## config.mk

```make
export PLATFORM = sky130hd
export DESIGN_NAME = shift_reg_serial_driver_flat
export DESIGN_NICKNAME = d
export VERILOG_FILES = /design/src/rtl/shift_reg_pkg.sv /design/src/rtl/shift_reg_serial_driver_if.sv /design/src/rtl/shift_reg_serial_driver.sv /design/src/flat_wrapper.sv
export SDC_FILE = /design/constraint.sdc
export NUM_CORES = 1
export LEC_CHECK = 0
export CORE_AREA = 4 4 41 43
export CTS_BUF_LIST = sky130_fd_sc_hd__clkbuf_4 sky130_fd_sc_hd__clkbuf_8
export CTS_CLUSTER_SIZE = 25
export DETAILED_ROUTE_END_ITERATION = 6
export DIE_AREA = 0 0 45 47
export GPL_TIMING_DRIVEN = 1
export PLACE_DENSITY = 0.88
export SLEW_MARGIN = 0
export SYNTH_ARGS = -nofsm -noshare
export SYNTH_HDL_FRONTEND = slang
export SYNTH_SLANG_ARGS = --single-unit
```

## constraint.sdc

```tcl
create_clock -name clk -period 2.88 [get_ports clk]
set_input_delay 0.288 -clock clk [delete_from_list [all_inputs] [get_ports clk]]
set_output_delay 0.288 -clock clk [all_outputs]
set_load 0.02 [all_outputs]
```

## src/rtl/shift_reg_pkg.sv

```systemverilog
// Shared definitions for the serial driver that feeds the bidirectional
// shift register: FSM state encoding, direction codes and default width.
package shift_reg_pkg;

  // Driver FSM states
  typedef enum logic [1:0] {
    IDLE  = 2'd0,
    SHIFT = 2'd1,
    DONE  = 2'd2
  } state_t;

  // Direction codes; they match the downstream register's mode input
  localparam logic DIR_RIGHT = 1'b0;
  localparam logic DIR_LEFT  = 1'b1;

  // Default word length, equal to the downstream register length
  localparam int DEF_WIDTH = 4;

endpackage

```

## src/rtl/shift_reg_serial_driver_if.sv

```systemverilog
// Handshake and serial-line bundle between a word producer, the serial
// driver and the downstream shift register.
interface shift_reg_serial_driver_if
  import shift_reg_pkg::*;
#(
  parameter int WIDTH = DEF_WIDTH
);

  logic             in_valid;
  logic             in_ready;
  logic [WIDTH-1:0] in_data;
  logic             in_dir;
  logic             mode;
  logic             dr;
  logic             dl;
  logic             busy;
  logic             frame_done;

  // Word producer side
  modport master (
    output in_valid, in_data, in_dir,
    input  in_ready, mode, dr, dl, busy, frame_done
  );

  // Serial driver side
  modport slave (
    input  in_valid, in_data, in_dir,
    output in_ready, mode, dr, dl, busy, frame_done
  );

endinterface

```

## src/rtl/shift_reg_serial_driver.sv

```systemverilog
// Serialises a parallel word onto the mode/Dr/Dl inputs of a free-running
// bidirectional shift register, one bit per clock, and pulses frame_done in
// the cycle the register holds the whole word. The register shifts every
// clock, so the serial lines are driven (with FILL) even when idle.
module shift_reg_serial_driver
  import shift_reg_pkg::*;
#(
  parameter int   WIDTH = DEF_WIDTH,
  parameter logic FILL  = 1'b0,
  localparam int  CNT_W = $clog2(WIDTH)
) (
  input  logic                    clk,
  input  logic                    rst_n,
  shift_reg_serial_driver_if.slave bus
);

  state_t           r_state;
  logic [CNT_W-1:0] r_cnt;
  logic [WIDTH-1:0] r_word;
  logic             r_dir;
  logic             r_mode;
  logic             r_dr;
  logic             r_dl;
  logic             r_busy;
  logic             r_done;
  logic             r_ready;

  logic             w_accept;
  logic             w_last;
  logic [CNT_W-1:0] w_cnt_nxt;
  logic             w_load_bit;
  logic             w_next_bit;

  // Bit sent in cycle k: LSB-first for right shift, MSB-first for left shift
  function automatic logic pick_bit(input logic [WIDTH-1:0] word,
                                    input logic             dir,
                                    input logic [CNT_W-1:0] k);
    logic [CNT_W-1:0] idx;
    if (dir == DIR_LEFT) begin
      idx = CNT_W'(WIDTH - 1) - k;
    end else begin
      idx = k;
    end
    return word[idx];
  endfunction

  // Handshake only succeeds when ready, which is high in IDLE and DONE only
  assign w_accept   = bus.in_valid && r_ready;
  assign w_last     = (r_cnt == CNT_W'(WIDTH - 1));
  assign w_cnt_nxt  = r_cnt + CNT_W'(1);
  // First bit of the incoming word goes out together with the new mode
  assign w_load_bit = pick_bit(bus.in_data, bus.in_dir, {CNT_W{1'b0}});
  assign w_next_bit = pick_bit(r_word, r_dir, w_cnt_nxt);

  // Driver FSM with all outputs registered
  always_ff @(posedge clk or negedge rst_n) begin
    if (!rst_n) begin
      r_state <= IDLE;
      r_cnt   <= {CNT_W{1'b0}};
      r_word  <= {WIDTH{1'b0}};
      r_dir   <= DIR_RIGHT;
      r_mode  <= DIR_RIGHT;
      r_dr    <= FILL;
      r_dl    <= FILL;
      r_busy  <= 1'b0;
      r_done  <= 1'b0;
      r_ready <= 1'b1;
    end else if (w_accept) begin
      // Load from IDLE or directly from DONE (back-to-back words)
      r_state <= SHIFT;
      r_cnt   <= {CNT_W{1'b0}};
      r_word  <= bus.in_data;
      r_dir   <= bus.in_dir;
      r_mode  <= bus.in_dir;
      r_dr    <= (bus.in_dir == DIR_RIGHT) ? w_load_bit : FILL;
      r_dl    <= (bus.in_dir == DIR_LEFT)  ? w_load_bit : FILL;
      r_busy  <= 1'b1;
      r_done  <= 1'b0;
      r_ready <= 1'b0;
    end else begin
      case (r_state)
        IDLE: begin
          r_dr    <= FILL;
          r_dl    <= FILL;
          r_busy  <= 1'b0;
          r_done  <= 1'b0;
          r_ready <= 1'b1;
        end
        SHIFT: begin
          if (w_last) begin
            // Register samples the last bit on this edge: word complete next cycle
            r_state <= DONE;
            r_dr    <= FILL;
            r_dl    <= FILL;
            r_busy  <= 1'b0;
            r_done  <= 1'b1;
            r_ready <= 1'b1;
          end else begin
            r_cnt   <= w_cnt_nxt;
            r_dr    <= (r_dir == DIR_RIGHT) ? w_next_bit : FILL;
            r_dl    <= (r_dir == DIR_LEFT)  ? w_next_bit : FILL;
          end
        end
        DONE: begin
          r_state <= IDLE;
          r_dr    <= FILL;
          r_dl    <= FILL;
          r_busy  <= 1'b0;
          r_done  <= 1'b0;
          r_ready <= 1'b1;
        end
        default: begin
          r_state <= IDLE;
          r_cnt   <= {CNT_W{1'b0}};
          r_dr    <= FILL;
          r_dl    <= FILL;
          r_busy  <= 1'b0;
          r_done  <= 1'b0;
          r_ready <= 1'b1;
        end
      endcase
    end
  end

  assign bus.in_ready   = r_ready;
  assign bus.mode       = r_mode;
  assign bus.dr         = r_dr;
  assign bus.dl         = r_dl;
  assign bus.busy       = r_busy;
  assign bus.frame_done = r_done;

endmodule
```

## src/flat_wrapper.sv

```systemverilog
// flat-port wrapper written by rule: the top's interface ports become plain ports
module shift_reg_serial_driver_flat import shift_reg_pkg::*;
#(
  parameter int   WIDTH = DEF_WIDTH,
  parameter logic FILL  = 1'b0,
  localparam int  CNT_W = $clog2(WIDTH)
)
  (clk, rst_n, bus_in_valid, bus_in_data, bus_in_dir, bus_in_ready, bus_mode, bus_dr, bus_dl, bus_busy, bus_frame_done);
  shift_reg_serial_driver_if #(.WIDTH(WIDTH)) bus_i ();
  input  logic clk;
  input  logic rst_n;
  input wire logic [$bits(bus_i.in_valid)-1:0] bus_in_valid;
  input wire logic [$bits(bus_i.in_data)-1:0] bus_in_data;
  input wire logic [$bits(bus_i.in_dir)-1:0] bus_in_dir;
  output wire logic [$bits(bus_i.in_ready)-1:0] bus_in_ready;
  output wire logic [$bits(bus_i.mode)-1:0] bus_mode;
  output wire logic [$bits(bus_i.dr)-1:0] bus_dr;
  output wire logic [$bits(bus_i.dl)-1:0] bus_dl;
  output wire logic [$bits(bus_i.busy)-1:0] bus_busy;
  output wire logic [$bits(bus_i.frame_done)-1:0] bus_frame_done;
  assign bus_i.in_valid = bus_in_valid;
  assign bus_i.in_data = bus_in_data;
  assign bus_i.in_dir = bus_in_dir;
  assign bus_in_ready = bus_i.in_ready;
  assign bus_mode = bus_i.mode;
  assign bus_dr = bus_i.dr;
  assign bus_dl = bus_i.dl;
  assign bus_busy = bus_i.busy;
  assign bus_frame_done = bus_i.frame_done;
  shift_reg_serial_driver #(.WIDTH(WIDTH), .FILL(FILL)) u_core (.clk(clk), .rst_n(rst_n), .bus(bus_i));
endmodule
```

==> flow_metrics.py <==
metrics = {
    "layout": {
        "antenna_cells": 0,
        "syn2layout_area_growth_pct": 25.5,
        "final_nets": 84,
        "final-seq-area_um2": 352,
        "drive_gt1_share_pct": 13.5,
        "multi_input_area_um2": 285,
        "final_cell_count_no_fill": 89,
        "fill_cells": 105,
    },
    "clock_tree": {
        "cts_setup_buffers": 0,
        "htree_levels": 1,
        "cts_tree": "yes",
        "cts.sinks": 14,
        "cts_hold_buf": 0,
        "worstSkewPairLatency_ps": 280,
        "clockRootBuffer": "clkbuf_4",
        "path_clk_slew_ps": 80,
        "cts-buffers-inserted": 3,
        "cts_max_path_buffers": 2,
        "cts_resized": 0,
    },
    "synth": {
        "synth.net_count": 68,
        "ys_warn_count": 0,
        "syn_area_per_cell_um2": 11.3,
        "ys_seq_area_share_pct": 52.7,
        "ys_seq_elements": 14,
        "synth_cells": 59,
        "synth_area_um2": 667,
        "ys_types": 25,
    },
    "critical_path": {
        "path_cells": "ha_1 -> mux4_2 -> nor3_2 -> a32o_2",
        "start_kind": "flop",
        "r2r.worst_path.cells": 4,
        "rr_startpoint": "u_core.r_cnt[0]$_DFFE_PN0P_",
        "worstPathArrival_ps": 2040,
        "r2r-end": "u_core.bus.dr$_DFF_PN0_",
        "crit_path_top_delay_cell": "mux4_2",
        "r2r_setup_slack_ps": 1060,
        "critPathLaunch": "u_core.r_cnt[0]$_DFFE_PN0P_",
        "cp.required_ps": 3100,
        "crit_fanout": 6,
        "path_class": "flop to flop",
        "critPathMaxStageDelay_ps": 540,
        "end_kind": "flop",
    },
    "timing": {
        "tightest_slew_ps": 604,
        "slew-limit-headroom_pct": 59.6,
        "fin_crit_ps": 1820,
        "rsz0062_at_grt": "no",
        "finalMaxSlewViolations": 0,
        "max_freq_mhz": 551,
        "hold_viol_final": 0,
        "fin_tns_setup_ps": 0,
        "setup_violations": 0,
        "setup_slack_ps": 1060,
        "finalClockSkew_ps": 1.52,
        "finalCritPeriodShare_pct": 63.1,
    },
    "floorplan": {
        "die-area_um2": 2120,
        "core_area_um2": 1300,
        "die_h_um": 47,
        "rows": 13,
        "die_w_um": 45,
        "initial_core_util_pct": 51.3,
        "io_pins": 14,
    },
    "power_and_ir_drop": {
        "pwr_density_cell_nw_per_um2": 1100,
        "netSwitchingFraction_pct": 36.9,
        "clkPwrFrac_pct": 14.9,
        "leakagePower_nw": 0.370,
        "internal_power_mw": 0.581,
        "seqPwrFrac_pct": 39.3,
        "p_comb_share_pct": 45.7,
        "vdd.ir_drop.worst_v": 0.000655,
        "power.switching_mw": 0.340,
    },
    "route": {
        "vias_per_cell": 5.44,
        "ant_nets": 0,
        "route.detailed.drc": 0,
        "first_pass_iters": 4,
        "drtIter0Drc": 12,
        "wirelength_um": 1280,
        "dr_total_vias": 484,
        "drt-wirelength-per-cell_um": 14.4,
    },
    "run_status": {
        "status": "complete, no violations",
    },
    "grt": {
        "antenna_found_initial": 0,
        "grtUsageTotal_pct": 14.8,
        "grt_pass1_vias": 509,
        "grt_pass1_wl_um": 2140,
        "grt_overflow": 0,
        "grt_max_degree": 15,
    },
    "placed_design": {
        "gp_congestion": 0.757,
        "io_buffers": 13,
        "preCtsSetupSlack_ps": 961,
        "dp.cells": 85,
        "dp_hpwl_um": 992,
    },
    "worst_hold_path": {
        "hold_class": "primary input to async pin",
    },
    "job": {
        "drv_cap": 0,
    },
}
## critical path: cells and delay by family (launching register included)
kind	cells	cell delay [ps]
and+or+nand+nor	1	230
adders and majority gates	1	390
DFF	1	450
muxes	1	540
AOI/OAI and AO/OA	1	150
## final cells by class
type | count | area share (%)
multi-input cells | 39 | 34.1
well taps | 15 | 2.24
flip-flops and latches | 14 | 42.0
clock buffers | 4 | 4.33
repair buffers | 13 | 15.5
inverters | 4 | 1.79
## registers in the layout, indices dropped and copies added (netlist names)
name	cells
u_core.bus.dr	1
u_core.bus.frame_done	1
u_core.bus.in_ready	1
u_core.r_cnt	2
u_core.r_dir	1
u_core.r_state	2
u_core.bus.busy	1
u_core.r_word	4
u_core.bus.dl	1
## metal layers
layer / GRT usage (%) / share of wire, % / up-vias
li1: - / - / 237
met1: 17.9 / 43 / 226
met5: 0 / 0 / -
met4: 8.77 / 2.0 / 0
met3: 3.45 / 4.0 / 5
met2: 24.3 / 50 / 16
## cells in the final DEF (no fill, tap or decap), drive strengths merged
cell type and instances:
ha 1, a21oi 3, clkbuf 4, or4 1, inv 4, nand2 4, o21ai 2, nor4 1
nor4b 1, mux2 4, and2 1, nor3b 1, nor3 1, a2bb2oi 1, a32o 2, nand3b 1
dfrtp 13, nor2b 4, clkdlybuf4s50 13, nor2 9, mux4 2, dfstp 1
## kinds of logic after synthesis
group / synth area share (%)
AO/OA/AOI/OAI: 8.25
flip-flops: 52.7
buffers and inverters: 4.50
multiplexers: 13.5
adder cells (fa/ha/maj): 1.88
AND/OR/NAND/NOR: 19.1
## synth_stat cells
cell,instances,area share (%)
nor4_1,1,0.94
nor2b_1,4,3.8
or4_1,1,1.1
nor3b_1,1,1.1
a32o_2,1,1.7
clkbuf_1,1,0.56
dfstp_2,1,3.9
o21ai_1,1,0.75
o21ai_0,1,0.75
nor4b_1,1,1.3
ha_1,1,1.9
buf_6,1,1.7
and2_1,1,0.94
dfrtp_1,13,49
a2bb2oi_1,1,1.3
inv_1,3,1.7
a21oi_1,3,2.3
inv_2,1,0.56
nand3b_1,1,1.1
nand2_1,4,2.3
mux4_2,2,6.8
mux2_1,4,6.8
nor3_2,1,1.5
nor2_1,9,5.1
a32o_1,1,1.5
## worst max-delay path by stage
| stage | end |
|---|---|
| after global placement | u_core.bus.dl$_DFF_PN0_ |
| final | u_core.bus.dr$_DFF_PN0_ |
| after global routing | u_core.bus.dr$_DFF_PN0_ |
| after CTS | u_core.bus.dr$_DFF_PN0_ |
| after detailed placement | u_core.bus.dr$_DFF_PN0_ |
| after floorplan | u_core.bus.dl$_DFF_PN0_ |
## per-stage QoR
stage          hold WS, ps  area (µm²)  power [mW]  util [%]
2_1_floorplan        -7.59         667       0.657         -
3_3_place_gp           498         801       0.768      61.5
3_5_place_dp           512         801       0.788      61.5
4_1_cts                400         837       0.927      64.3
5_1_grt                428         837       0.988      64.3
6_report               384         837       0.921      64.3
## power by group through the flow
stage | clock network (mW) | registers [mW] | logic [mW]
after floorplan | 0 | 0.381 | 0.277
after global placement | 0 | 0.361 | 0.407
after detailed placement | 0 | 0.366 | 0.421
after CTS | 0.140 | 0.363 | 0.424
after global routing | 0.146 | 0.377 | 0.465
final | 0.137 | 0.362 | 0.421
Power figures use the tool's default switching activity.
